## config.mk

```make
export PLATFORM = sky130hd
export DESIGN_NAME = spectrum_frame_sequencer
export DESIGN_NICKNAME = d
export VERILOG_FILES = /design/src/rtl/spectrum_frame_sequencer.sv
export SDC_FILE = /design/constraint.sdc
export NUM_CORES = 1
export LEC_CHECK = 0
export CELL_PAD_IN_SITES_DETAIL_PLACEMENT = 1
export CELL_PAD_IN_SITES_GLOBAL_PLACEMENT = 1
export CORE_AREA = 2 2 112 195
export DETAILED_ROUTE_END_ITERATION = 6
export DIE_AREA = 0 0 114 197
export PLACE_DENSITY = 0.85
export SYNTH_ARGS = -nofsm -noshare
export SYNTH_HDL_FRONTEND = slang
export SYNTH_SLANG_ARGS = --single-unit
```

## constraint.sdc

```tcl
create_clock -name aclk -period 3.85 [get_ports aclk]
set_clock_uncertainty 0.15 [all_clocks]
set_input_delay 0.385 -clock aclk [delete_from_list [all_inputs] [get_ports aclk]]
set_output_delay 0.385 -clock aclk [all_outputs]
set_load 0.02 [all_outputs]
```

## src/rtl/spectrum_frame_sequencer.sv

```systemverilog
// spectrum_frame_sequencer
// Sequences one FFT run: sends the config word, cuts the sample stream into
// 2^log2n frames with a generated tlast, then scans the result stream for the
// largest-magnitude bin. Continuous mode repeats frames until a stop arrives.
module spectrum_frame_sequencer #(
    parameter int DATA_W    = 16,
    parameter int MAX_LOG2N = 10,
    parameter int CFG_W     = 16
) (
    input  logic                  aclk,
    input  logic                  aresetn,
    input  logic                  ctrl_start,
    input  logic                  ctrl_stop,
    input  logic                  ctrl_continuous,
    input  logic [3:0]            ctrl_log2n,
    input  logic                  ctrl_fwd_inv,
    input  logic [2*DATA_W-1:0]   s_axis_samp_tdata,
    input  logic                  s_axis_samp_tvalid,
    output logic                  s_axis_samp_tready,
    output logic [2*DATA_W-1:0]   m_axis_fft_tdata,
    output logic                  m_axis_fft_tvalid,
    input  logic                  m_axis_fft_tready,
    output logic                  m_axis_fft_tlast,
    output logic [CFG_W-1:0]      m_axis_cfg_tdata,
    output logic                  m_axis_cfg_tvalid,
    input  logic                  m_axis_cfg_tready,
    input  logic [2*DATA_W-1:0]   s_axis_res_tdata,
    input  logic                  s_axis_res_tvalid,
    input  logic                  s_axis_res_tlast,
    output logic                  s_axis_res_tready,
    output logic [MAX_LOG2N-1:0]  peak_bin,
    output logic [DATA_W:0]       peak_mag,
    output logic                  frame_done,
    output logic [15:0]           frame_count,
    output logic                  busy,
    output logic                  err_tlast
);

    localparam int CNT_W = MAX_LOG2N;
    localparam logic [CNT_W:0]  LEN_ONE = 1;
    localparam logic [DATA_W:0] MAG_ONE = 1;

    typedef enum logic [2:0] {
        S_IDLE,
        S_CONFIG,
        S_CAPTURE,
        S_DRAIN,
        S_DONE
    } state_t;

    state_t             state;
    state_t             next_state;
    logic [4:0]         log2n_q;
    logic [4:0]         log2n_clamped;
    logic               fwd_inv_q;
    logic               continuous_q;
    logic               stop_pending;
    logic [CNT_W-1:0]   beat_cnt;
    logic [CNT_W-1:0]   bin_cnt;
    logic [CNT_W-1:0]   last_idx;
    logic [CNT_W-1:0]   max_bin;
    logic [CNT_W-1:0]   best_bin;
    logic [CNT_W:0]     frame_len;
    logic [DATA_W:0]    max_mag;
    logic [DATA_W:0]    best_mag;
    logic [DATA_W:0]    cur_mag;
    logic [DATA_W:0]    re_ext;
    logic [DATA_W:0]    im_ext;
    logic [DATA_W:0]    abs_re;
    logic [DATA_W:0]    abs_im;
    logic [CFG_W-1:0]   cfg_word;
    logic               start_ok;
    logic               samp_fire;
    logic               res_fire;
    logic               res_end;
    logic               last_beat;

    assign frame_len = LEN_ONE << log2n_q;
    assign last_idx  = CNT_W'(frame_len - LEN_ONE);
    assign start_ok  = (state == S_IDLE) && ctrl_start && !ctrl_stop;
    assign samp_fire = (state == S_CAPTURE) && s_axis_samp_tvalid && m_axis_fft_tready;
    assign last_beat = (beat_cnt == last_idx);
    assign res_fire  = (state == S_DRAIN) && s_axis_res_tvalid;
    assign res_end   = res_fire && (s_axis_res_tlast || (bin_cnt == last_idx));
    assign busy      = (state != S_IDLE);

    // Clamp the requested frame size exponent into the supported range
    always_comb begin
        log2n_clamped = {1'b0, ctrl_log2n};
        if (log2n_clamped < 5'd3) begin
            log2n_clamped = 5'd3;
        end else if (log2n_clamped > 5'(MAX_LOG2N)) begin
            log2n_clamped = 5'(MAX_LOG2N);
        end
    end

    // Config word: size exponent in the low bits, direction flag at bit 8
    always_comb begin
        cfg_word      = '0;
        cfg_word[4:0] = log2n_q;
        cfg_word[8]   = fwd_inv_q;
    end

    // |re| + |im| of the current result beat and the running max including it
    always_comb begin
        re_ext   = {s_axis_res_tdata[DATA_W-1], s_axis_res_tdata[DATA_W-1:0]};
        im_ext   = {s_axis_res_tdata[2*DATA_W-1], s_axis_res_tdata[2*DATA_W-1:DATA_W]};
        abs_re   = re_ext[DATA_W] ? (~re_ext + MAG_ONE) : re_ext;
        abs_im   = im_ext[DATA_W] ? (~im_ext + MAG_ONE) : im_ext;
        cur_mag  = abs_re + abs_im;
        best_mag = max_mag;
        best_bin = max_bin;
        if ((bin_cnt == '0) || (cur_mag > max_mag)) begin
            best_mag = cur_mag;
            best_bin = bin_cnt;
        end
    end

    // State register
    always_ff @(posedge aclk or negedge aresetn) begin
        if (!aresetn) begin
            state <= S_IDLE;
        end else begin
            state <= next_state;
        end
    end

    // Next-state logic and stream handshake steering
    always_comb begin
        next_state         = state;
        m_axis_cfg_tvalid  = 1'b0;
        m_axis_cfg_tdata   = '0;
        m_axis_fft_tvalid  = 1'b0;
        m_axis_fft_tdata   = '0;
        m_axis_fft_tlast   = 1'b0;
        s_axis_samp_tready = 1'b0;
        s_axis_res_tready  = 1'b0;
        frame_done         = 1'b0;
        case (state)
            S_IDLE: begin
                if (start_ok) next_state = S_CONFIG;
            end
            S_CONFIG: begin
                m_axis_cfg_tvalid = 1'b1;
                m_axis_cfg_tdata  = cfg_word;
                if (m_axis_cfg_tready) next_state = S_CAPTURE;
            end
            S_CAPTURE: begin
                m_axis_fft_tvalid  = s_axis_samp_tvalid;
                m_axis_fft_tdata   = s_axis_samp_tdata;
                m_axis_fft_tlast   = last_beat;
                s_axis_samp_tready = m_axis_fft_tready;
                if (samp_fire && last_beat) next_state = S_DRAIN;
            end
            S_DRAIN: begin
                s_axis_res_tready = 1'b1;
                if (res_end) next_state = S_DONE;
            end
            S_DONE: begin
                frame_done = 1'b1;
                if (continuous_q && !stop_pending && !ctrl_stop) begin
                    next_state = S_CAPTURE;
                end else begin
                    next_state = S_IDLE;
                end
            end
            default: next_state = S_IDLE;
        endcase
    end

    // Latch run parameters when a start is accepted
    always_ff @(posedge aclk or negedge aresetn) begin
        if (!aresetn) begin
            log2n_q      <= '0;
            fwd_inv_q    <= 1'b0;
            continuous_q <= 1'b0;
        end else if (start_ok) begin
            log2n_q      <= log2n_clamped;
            fwd_inv_q    <= ctrl_fwd_inv;
            continuous_q <= ctrl_continuous;
        end
    end

    // Sticky stop request and tlast error flag, both cleared by a new start
    always_ff @(posedge aclk or negedge aresetn) begin
        if (!aresetn) begin
            stop_pending <= 1'b0;
            err_tlast    <= 1'b0;
        end else if (start_ok) begin
            stop_pending <= 1'b0;
            err_tlast    <= 1'b0;
        end else begin
            if (ctrl_stop && (state != S_IDLE)) stop_pending <= 1'b1;
            if (res_end && (s_axis_res_tlast != (bin_cnt == last_idx))) err_tlast <= 1'b1;
        end
    end

    // Beat and bin counters plus running peak tracker
    always_ff @(posedge aclk or negedge aresetn) begin
        if (!aresetn) begin
            beat_cnt <= '0;
            bin_cnt  <= '0;
            max_mag  <= '0;
            max_bin  <= '0;
        end else begin
            if (state != S_CAPTURE) begin
                beat_cnt <= '0;
            end else if (samp_fire) begin
                beat_cnt <= beat_cnt + 1'b1;
            end
            if (state != S_DRAIN) begin
                bin_cnt <= '0;
            end else if (res_fire) begin
                bin_cnt <= bin_cnt + 1'b1;
                max_mag <= best_mag;
                max_bin <= best_bin;
            end
        end
    end

    // Publish the frame result on entry to DONE
    always_ff @(posedge aclk or negedge aresetn) begin
        if (!aresetn) begin
            peak_bin    <= '0;
            peak_mag    <= '0;
            frame_count <= '0;
        end else if (res_end) begin
            peak_bin    <= best_bin;
            peak_mag    <= best_mag;
            frame_count <= frame_count + 16'd1;
        end
    end

endmodule

```

==> results of run 1 <==
-- power breakdown --
group	switching (W)	total, W	internal [W]
Sequential	0.000358	0.00173	0.00137
Combinational	0.00234	0.00446	0.00212
Clock	0.000435	0.00107	0.000639
Total	0.00313	0.00726	0.00413
-- final timing paths --
path | start | to | slack [ns] | cells past startpoint
max in group asynchronous | aresetn | peak_bin[3] | 2.68 | 2
min in group aclk | frame_count[15] | frame_count[15] | 0.32 | 1
hold / removal | aresetn | frame_count[15] | 0.03 | 1
setup reg to reg | log2n_q[2] | frame_count[13] | 0.07 | 18
hold reg to reg | frame_count[15] | frame_count[15] | 0.32 | 1
setup / recovery | s_axis_res_tdata[1] | peak_bin[3] | -1.54 | 23
-- through the flow --
stage	total power [W]	area [um^2]	cells
5_1_grt	0.00763	11100	1334
3_3_place_gp	0.00513	9640	1285
4_1_cts	0.00673	10500	1315
6_report	0.00726	11100	1334
3_5_place_dp	0.00531	9640	1285
2_1_floorplan	0.00360	7040	799
-- layout make-up --
class / instances / area share
clock buffer: 9 / 0.0204
clock inverter: 7 / 0.0111
inverter: 35 / 0.0121
multi-input combinational: 612 / 0.431
sequential: 101 / 0.229
tap: 252 / 0.0285
timing repair buffer: 318 / 0.268
-- state kept, by name (all words and copies together) (netlist names) --
name          cells
max_mag          17
peak_mag         17
frame_count      16
beat_cnt         10
bin_cnt          10
max_bin          10
peak_bin         10
log2n_q           4
state             3
continuous_q      1
err_tlast         1
fwd_inv_q         1
stop_pending      1
-- critical path: cells and delay by family --
family,cells,cell delay (ns)
adder cells (fa/ha/maj),3,0.83
AND/OR/NAND/NOR,5,1.00
XOR/XNOR,2,0.28
buffers and inverters,6,1.22
AO/OA/AOI/OAI,7,1.73
-- metal layers --
metal | share of wire | track usage
met4 | 0.069 | 0.146
met5 | 0 | 0
met1 | 0.34 | 0.230
met3 | 0.036 | 0.0298
met2 | 0.56 | 0.450
-- placed cells by master, fill, tap and decap left out, drive strengths merged, types with 3 or more instances in the layout --
cell type      synthesis  routed
nor4b                  4       4
nor4                   5       5
mux2i                  3       3
clkbuf                31      10
nand4                 13      13
a31oi                  4       4
nor3                  10      10
or3                    7       7
a21o                   7       7
and2                   6       6
a21boi                 3       3
a21oi                 65      65
or4                    4       4
o22ai                  4       4
dlygate4sd2            0       4
xnor2                 56      56
o41ai                  5       5
or2                    3       3
o21bai                 4       4
conb                   1      11
nand2                 81      81
xor2                  29      29
ha                    41      41
nor2b                  6       6
bufinv                 0       3
mux2                  24      24
a221oi                 4       4
dfrtp                101     101
a211oi                 4       4
buf                   20     156
nand2b                12      12
nor2                  73      73
o31ai                  8       8
and3                  44      44
dlymetal6s2s           0       5
clkdlybuf4s50          0     152
inv                   35      36
nand3                 17      17
o21ai                 39      39
-- what timing repair did --
action | CTS | global route
endpoints found under the hold margin | 0 | 0
setup endpoints to repair | 60 | 64
gates resized for setup | 100 | 98
buffers inserted | 12 | 18
pin swaps | 50 | 71
gates cloned | 3 | 1
-- cells by family after synthesis --
logic type	count (synthesis)
AND/OR/NAND/NOR	290
AO/OA/AOI/OAI	157
flip-flops	101
buffers and inverters	86
XOR/XNOR	85
adder cells (fa/ha/maj)	42
multiplexers	27
other	1
==> impl_metrics.csv, run 1 <==
group,metric,value,unit
setup_path,criticalPathCategory,"primary input to register",
synth,seq_area_frac_synth,0.362,
synth,muxShareOfSynthArea,0.0511,
synth,synthAdderAreaFrac,0.0763,
synth,yosys.area_share.simple,0.212,
clock_network,cts_buffers,9,
placement,numPortBuffers,166,
die,rows,70,
clock_network,cts_root_buf,"clkbuf_16",
synth,synthCells,789,
clock_network,cts_sinks,101,
job,maxCapViolations,0,
clock_network,htree_levels,3,
cells_and_area,area_growth,58.3,%
min_path,min_path_type,"primary input to asynchronous set/reset pin",
setup_path,cp-start-kind,"primary input",
route,avgRoutedWirePerCell,21.7,um
sta,timing.fmax,186,MHz
synth,postSynthAreaPerCell,8.85,um^2
synth,synth_flop_cell,"dfrtp_1",
clock_network,clockBufferDepth,2,
power_and_ir_drop,peakVddDrop,212,uV
sta,whs,0.0276,ns
route,drt_iter0_drc,256,
synth,synthArstFlopShare,1.00,
status,violations,"negative setup slack",
sta,setup_violations,54,
cells_and_area,multiInputGateArea,4760,um^2
setup_path,cpMaxStageDelayCell,"clkdlybuf4s50_1",
cells_and_area,drive_gt1_frac,0.285,
clock_network,cts_tree,"built",
sta,tns,-78.06,ns
route,drc,0,
sta,slew_headroom,0.350,
synth,synth_commonest_cells,"dfrtp_1 (101), nand2_1 (81), nor2_1 (72), a21oi_1 (65), xnor2_1 (56)",
synth,synth_cell_types,61,
grt,gr-total-overflow,0,
setup_path,crit_fanout,7,
synth,synth_area_leaders,"dfrtp_1 (36%), ha_1 (7.3%), xnor2_1 (7.0%)",
setup_path,critPathRequiredTime,3.93,ns
sta,rsz0062_at_grt,"true",
synth,syn_area,6980,um^2
placement,gp_congestion,0.888,
synth,synth_warnings,0,
grt,antenna_found_initial,0,
die,die_h,197,um
grt,grt_pass1_wl,41.4,mm
die,coreArea,20800,um^2
grt,grt_pass1_vias,7993,
die,start_util,0.335,
synth,synth.ff_latch_count,101,
clock_network,clkTransAtPathRegs,0.07,ns
clock_network,worstSkewPairLatency,0.36,ns
setup_path,cp_cell_sequence,"clkdlybuf4s50_1, inv_1, ha_1, nand2b_1, o21ai_0, xnor2_1, ha_1, buf_4, o211ai_1, o211ai_1, a21oi_1, buf_4, a22o_4, xnor2_2, ha_1, nand4_1, buf_4, o21bai_4, and4bb_4, or2_4, buf_12, a221oi_2, nor2_1",
synth,synth_top_family_by_area,"simple AND/OR/NAND/NOR gates",
route,via_per_inst,5.49,
synth,synth_xor_area_frac,0.107,
sta,hold_viol,0,
power_and_ir_drop,p_per_area,657,nW/um^2
clock_network,hold_buffers,0,
sta,finalCritPeriodShare,1.40,
sta,fin_crit,5.39,ns
die,die_w,114,um
synth,synth_top_cell_by_area,"dfrtp_1",
placement,post-place-ws,-1.98,ns
setup_path,cpPeakStageDelay,0.44,ns
synth,yosysMostFrequentCell,"dfrtp_1",
grt,track_usage,0.234,
setup_path,critical_path.endpoint_type,"register",
placement,hpwl,18.6,mm
cells_and_area,fillCellCount,2353,
setup_path,arrival,5.46,ns
route,wirelength,29.0,mm
die,die-area,22500,um^2
synth,synth-compound-area-share,0.136,
route,dr.pass1.iters,4,
die,io_pins,178,
synth,synth_edf_count,0,
cells_and_area,final_nets,1198,
sta,finalMaxSlewViolations,0,
cells_and_area,seqCellArea,2530,um^2
cells_and_area,fin_util,0.530,
power_and_ir_drop,cellLeakagePower,5.03,nW
cells_and_area,n_antenna_cell,0,
status,status,"complete, but fails checks",
route,final_antenna_net_count,0,
route,via_count,7320,
synth,synth.top_cell.area_share,0.362,
sta,tightest_slew,0.975,ns
sta,finalWorstSetupSlack,-1.54,ns
grt,grt_max_degree,75,
Note: power is estimated with default switching activity, not from simulation.
==> run 2, diff against run 1 <==
- PLACE_DENSITY: 0.85 -> default
- PLACE_DENSITY_LB_ADDON: default -> 0.1
==> run 2 against run 1 <==
Effect of this change: the run still ends with negative setup slack left; cell area is 2.6% lower; sequential share of layout area is 0.62 points higher; combinational power shrank 9.4%; register-to-register slack hardly changed; wire length decreased by 19%; count of clock-buffer cells in the layout grew 1; clock power shrank 12%; sequential cell count unchanged; hold slack better by 0.29 ns.
==> impl_metrics.csv, run 2 (synthesized netlist as in run 1, its figures left out) <==
group,metric,value,unit
power_and_ir_drop,peakVddDrop,212,uV
sta,hold_viol,0,
setup_path,cpPeakStageDelay,0.53,ns
power_and_ir_drop,intPower,0.00389,W
route,dr.pass1.iters,4,
sta,slew_headroom,0.457,
sta,setup_violations,54,
placement,place_inst,1294,
grt,antenna_found_initial,0,
cells_and_area,fillCellCount,2402,
clock_network,worstSkewPairLatency,0.36,ns
clock_network,cts_sinks,101,
setup_path,critPathRequiredTime,3.95,ns
sta,finalCritPeriodShare,1.28,
sta,timing.fmax,203,MHz
setup_path,arrival,5.02,ns
grt,grt_pass1_vias,7231,
die,io_pins,178,
power_and_ir_drop,p_seq_frac,0.249,
route,via_count,6750,
grt,grt_pass1_wl,36.7,mm
setup_path,critical_path.endpoint_type,"register",
sta,finalMaxSlewViolations,0,
sta,rsz0062_at_grt,"true",
setup_path,r2r.worst_path.cells,16,
power_and_ir_drop,pwr-share-comb,0.609,
setup_path,cpMaxStageDelayCell,"or4_4",
job,maxCapViolations,0,
clock_network,clkTransAtPathRegs,0.07,ns
cells_and_area,reg_top3,"max_mag: 17 flops, peak_mag: 17 flops, frame_count: 16 flops",
power_and_ir_drop,pwr-share-clk,0.142,
cells_and_area,final_cell_mix,"clkdlybuf4s50_1 (154), buf_4 (127), dfrtp_1 (101)",
setup_path,rr_endpoint,"frame_count[13]",
grt,track_usage,0.207,
power_and_ir_drop,switching_share,0.413,
grt,grtUsageMet2,0.414,
cells_and_area,area_growth,54.1,%
placement,gp_congestion,0.803,
setup_path,setup.worst_path.end,"max_mag[11]",
route,final_antenna_net_count,0,
die,start_util,0.335,
grt,gr-usage-met1,0.210,
die,rows,70,
power_and_ir_drop,cellLeakagePower,4.95,nW
sta,whs,0.319,ns
grt,grt.busiest_layer,"met2",
status,violations,"negative setup slack",
die,die_h,197,um
grt,grt_max_degree,60,
cells_and_area,drive_gt1_frac,0.258,
route,wirelength,23.5,mm
setup_path,cp-start-kind,"primary input",
clock_network,cts_buffers,9,
clock_network,cts_tree,"built",
power_and_ir_drop,p_per_area,616,nW/um^2
clock_network,htree_levels,3,
die,die_w,114,um
die,coreArea,20800,um^2
cells_and_area,seqCellArea,2530,um^2
clock_network,cts_root_buf,"clkbuf_16",
route,drc,0,
placement,numPortBuffers,166,
setup_path,reg2reg_slack,0.08,ns
die,die-area,22500,um^2
setup_path,criticalPathCategory,"primary input to register",
cells_and_area,final_cells,1325,
grt,gr-total-overflow,0,
sta,finalWorstSetupSlack,-1.07,ns
route,via_per_inst,5.09,
cells_and_area,final_nets,1189,
power_and_ir_drop,p_sw,0.00274,W
cells_and_area,n_antenna_cell,0,
clock_network,clockBufferDepth,2,
setup_path,worstReg2RegStart,"log2n_q[3]",
setup_path,cp_cell_sequence,"buf_6, or4_4, or3_4, or3_4, o41ai_4, xnor2_1, ha_1, and3_4, nand2_2, and3_1, a22o_1, xnor2_2, ha_1, nand4_1, buf_4, o21bai_4, and4bb_4, nor2_4, nand3_4, buf_12, mux2_4",
sta,fin_crit,4.92,ns
cells_and_area,multiInputGateArea,4570,um^2
setup_path,startpoint,"s_axis_res_tdata[21]",
route,drt_iter0_drc,230,
placement,hpwl,17.5,mm
min_path,min_path_type,"register to register",
status,status,"complete, but fails checks",
cells_and_area,fin_util,0.516,
setup_path,crit_fanout,9,
route,avgRoutedWirePerCell,17.7,um
cells_and_area,layout_commonest_cell,"clkdlybuf4s50_1",
grt,met3_usage,0.0249,
sta,tightest_slew,0.814,ns
sta,tns,-54.50,ns
-- run 2: changes by cell type in the layout (fill, tap and decap cells not counted), sizes merged --
cell	previous run	this run
dlygate4sd3	0	1
buf	156	145
clkinvlp	2	3
dlymetal6s2s	5	7
clkinv	1	2
bufbuf	0	1
clkdlybuf4s50	152	154
dlygate4sd2	4	0
bufinv	3	1
clkbuf	10	11
inv	36	35
-- run 2: worst min-delay path by stage --
stage	start	endpoint	slack [ns]	cells past startpoint
finish	frame_count[15]	frame_count[15]	0.32	1
global route	frame_count[15]	frame_count[15]	0.34	1
CTS	frame_count[15]	frame_count[15]	0.32	1
detailed placement	frame_count[15]	frame_count[15]	0.31	1
global placement	frame_count[15]	frame_count[15]	0.31	1
floorplan	aresetn	beat_cnt[0]	-0.06	0
-- run 2: critical path: cells and delay by family --
kind	cells	cell delay [ns]
AO/OA/AOI/OAI	3	0.65
XOR/XNOR	2	0.26
adder cells (fa/ha/maj)	2	0.62
buffers and inverters	3	0.49
multiplexers	1	0.29
AND/OR/NAND/NOR	10	2.28
-- run 2: power groups by stage --
| stage | combinational (W) | clock [W] | sequential [W] |
|---|---|---|---|
| 6_report | 0.00404 | 0.000943 | 0.00165 |
| 5_1_grt | 0.00441 | 0.000999 | 0.00169 |
| 4_1_cts | 0.00396 | 0.000961 | 0.00164 |
| 3_5_place_dp | 0.00367 | 0 | 0.00164 |
| 3_3_place_gp | 0.00362 | 0 | 0.00163 |
| 2_1_floorplan | 0.00183 | 0 | 0.00177 |
-- run 2: layout make-up --
class,count,area share
inverter,35,0.0122
clock inverter,6,0.00581
multi-input combinational,612,0.424
sequential,101,0.235
tap,252,0.0293
clock buffer,10,0.0222
timing repair buffer,309,0.271
-- run 2: timing repair --
action,in CTS,in global routing
setup endpoints to repair,56,61
hold endpoints to repair,6,0
setup buffers,7,4
hold buffers,1,0
pin swaps,39,50
gates cloned,4,0
resized for setup,84,64
-- run 2: per-stage QoR --
step                worst slack [ns]  area (um^2)  total power (W)
floorplan                      -1.22         7040          0.00360
global route                   -1.24        10800          0.00710
CTS                            -1.33        10500          0.00656
global placement               -1.68         9740          0.00526
finish                         -1.07        10800          0.00663
detailed placement             -1.89         9740          0.00531
-- run 2: layer usage --
layer / share of wire / vias up
met4: 0.043 / 0
li1: - / 3266
met5: 0 / -
met2: 0.57 / 136
met3: 0.024 / 52
met1: 0.36 / 3296
==> edit, RTL diff (flow settings as in run 1) <==
Re-encode `state_t` (5 states) as one-hot, 5 bits wide.
--- a/src/rtl/spectrum_frame_sequencer.sv
+++ b/src/rtl/spectrum_frame_sequencer.sv
@@ -40,12 +40,12 @@
     localparam logic [CNT_W:0]  LEN_ONE = 1;
     localparam logic [DATA_W:0] MAG_ONE = 1;
 
-    typedef enum logic [2:0] {
-        S_IDLE,
-        S_CONFIG,
-        S_CAPTURE,
-        S_DRAIN,
-        S_DONE
+    typedef enum logic [4:0] {
+        S_IDLE    = 5'b00001,
+        S_CONFIG  = 5'b00010,
+        S_CAPTURE = 5'b00100,
+        S_DRAIN   = 5'b01000,
+        S_DONE    = 5'b10000
     } state_t;
 
     state_t             state;
Formal check against the unedited RTL: same outputs for any inputs over 10 cycles, from zero or initial values and one cycle with aresetn low; not proved beyond that.
==> edit against run 1 <==
  * The flow still finishes with violations (negative setup slack)
  * First-iteration DRC count is 54% higher
  * Area after synthesis is 0.14% higher
  * Setup slack better by 61 ps
  * Sequential cell count is 2 higher
  * Synthesized cell count is 3.3% higher
  * Register-to-register slack worse by 50 ps
  * Cell area is 1.8% higher
  * Routed wire length is 7.3% higher
  * Fmax is 1.1% higher
  * Critical endpoint is now peak_mag[0]$_DFFE_PN0P_
  * Largest cell class unchanged
Power is not compared: it rests on default switching activity, and its combinational part moved more than twofold at a synthesized area within 25%.
==> edit: results (changes against run 1) <==
* Status: complete, but fails checks (unchanged)
* Failing checks: negative setup slack (unchanged)
* Syn Inst Count at 815 (was 789)
* Vias at 7756 (was 7320)
* Largest net degree at the start of global routing at 79 (was 75)
* DPL Wire Length at 18170 um (was 18610 um)
* Worst Tran Pin Value at 1025 ps (was 975.3 ps)
* Fill count at 2301 (was 2353)
* Post-synthesis sequential area ratio at 0.3688 (was 0.3619)
* Slowest cell delay on critical path at 700 ps (was 440 ps)
* Setup slack after placement at -2054 ps (was -1976 ps)
* Yosys cell types at 60 (was 61)
* Worst setup margin at -1475 ps (was -1535 ps)
* Worst hold slack at 22.34 ps (was 27.63 ps)
* CP top delay family: buffers and inverters (was compound AO/OA/AOI/OAI gates)
* Share of cells above drive strength 1 at 0.2760 (was 0.2847)
* Top post-synthesis cells by count: dfrtp_1, nand2_1, nor2_1 (unchanged)
* Routed WL per cell at 22.94 um (was 21.74 um)
* Capturing point of the worst reg2reg path: peak_mag[1]$_DFFE_PN0P_ (was frame_count[13]$_DFFE_PN0P_)
* Vias in the first global route at 8250 (was 7993)
* Final non-filler cell total at 1357 (was 1334)
* R2R Path Start: log2n_q[3]$_DFFE_PN0P_ (was log2n_q[2]$_DFFE_PN0P_)
* Placed Instances at 1311 (was 1285)
* Top post-synthesis cells by area: dfrtp_1, ha_1, xnor2_1, nand2_1, o21ai_0 (was dfrtp_1, ha_1, xnor2_1, a21oi_1, nand2_1)
* Global-route wire length before repair at 42920 um (was 41350 um)
* Critical Path AT at 5450 ps (was 5460 ps)
* Critical Path Fanout Max at 8 (was 7)
* Final RePlAce weighted congestion at 0.8060 (was 0.8884)
* Dpl cell area at 9749 um^2 (was 9644 um^2)
* First-pass iteration count of the detailed router at 5 (was 4)
* Final setup vio count at 54 (unchanged)
edit: changes by cell type in the layout (fill, tap and decap cells not counted), moves of 6 or more:
cell            before  now
and2_1               6   39
a21oi_2             28   13
nand2_2              5   13
nand3_1             15   26
a31oi_1              3   13
o21ai_2              3   12
buf_4              134  122
mux2_2               9    0
and3_1              41    8
nand2_4              1    8
dlymetal6s2s_1       5   11
or3_1                1    7
edit: worst register-to-register path: stages, from the launching register on:
cell and delay (ps):
dfrtp_2 450, buf_4 210, nor4b_1 580, xnor2_2 170, xnor2_1 150, or4_4 560, ha_1 200, nand2b_1 160
or2_4 310, inv_2 80, buf_6 260, buf_12 190, nor2_1 70, a21oi_2 200
edit: what timing repair did:
item,4_1_cts,5_1_grt
gates resized for setup,111,117
endpoints found under the setup margin,59,70
cloned,8,0
endpoints found under the hold margin,0,0
buffers inserted,10,13
pin swaps,41,44
edit: final cells by class:
cell class                      instances  share of cell area
Multi-Input combinational cell        639              0.4324
Timing Repair Buffer                  312              0.2678
Sequential cell                       103              0.2294
Tap cell                              252             0.02802
Clock buffer                           10             0.02123
Inverter                               35             0.01167
Clock inverter                          6            0.009561
edit: kinds of logic after synthesis:
| logic type | Yosys count | synth area share |
|---|---|---|
| AND/OR/NAND/NOR | 330 | 0.2394 |
| flip-flops | 103 | 0.3688 |
| buffers and inverters | 84 | 0.05332 |
| adder cells (fa/ha/maj) | 42 | 0.07622 |
| XOR/XNOR | 77 | 0.09644 |
| other | 1 | 0.0005363 |
| multiplexers | 17 | 0.02684 |
| AO/OA/AOI/OAI | 161 | 0.1385 |
edit: worst max-delay path by stage:
stage,startpoint,end,cells past startpoint
2_1_floorplan,s_axis_res_tdata[6],max_bin[1]$_DFFE_PN0P_,22
3_3_place_gp,s_axis_res_tdata[6],max_bin[7]$_DFFE_PN0P_,19
3_5_place_dp,s_axis_res_tdata[6],max_mag[13]$_DFFE_PN0P_,18
4_1_cts,s_axis_res_tdata[3],max_mag[13]$_DFFE_PN0P_,19
5_1_grt,s_axis_res_tdata[31],peak_mag[13]$_DFFE_PN0P_,22
6_report,s_axis_res_tdata[31],peak_mag[0]$_DFFE_PN0P_,21
edit: per-layer routing:
metal  GRT usage  up-vias  routed length [um]
met4      0.1459        0                2294
met2      0.4857      374               17720
met3     0.03106      142                1322
li1            -     3372                   -
met1      0.2228     3868                9788
met5           0        -                   0
edit: power by group through the flow:
| stage | combinational [mW] | clock, mW | sequential [mW] |
|---|---|---|---|
| 4_1_cts | 1.73 | 1.10 | 1.26 |
| 5_1_grt | 2.17 | 1.15 | 1.27 |
| 3_5_place_dp | 1.67 | 0 | 1.28 |
| 6_report | 2.04 | 1.11 | 1.26 |
| 2_1_floorplan | 0.888 | 0 | 1.28 |
| 3_3_place_gp | 1.60 | 0 | 1.27 |
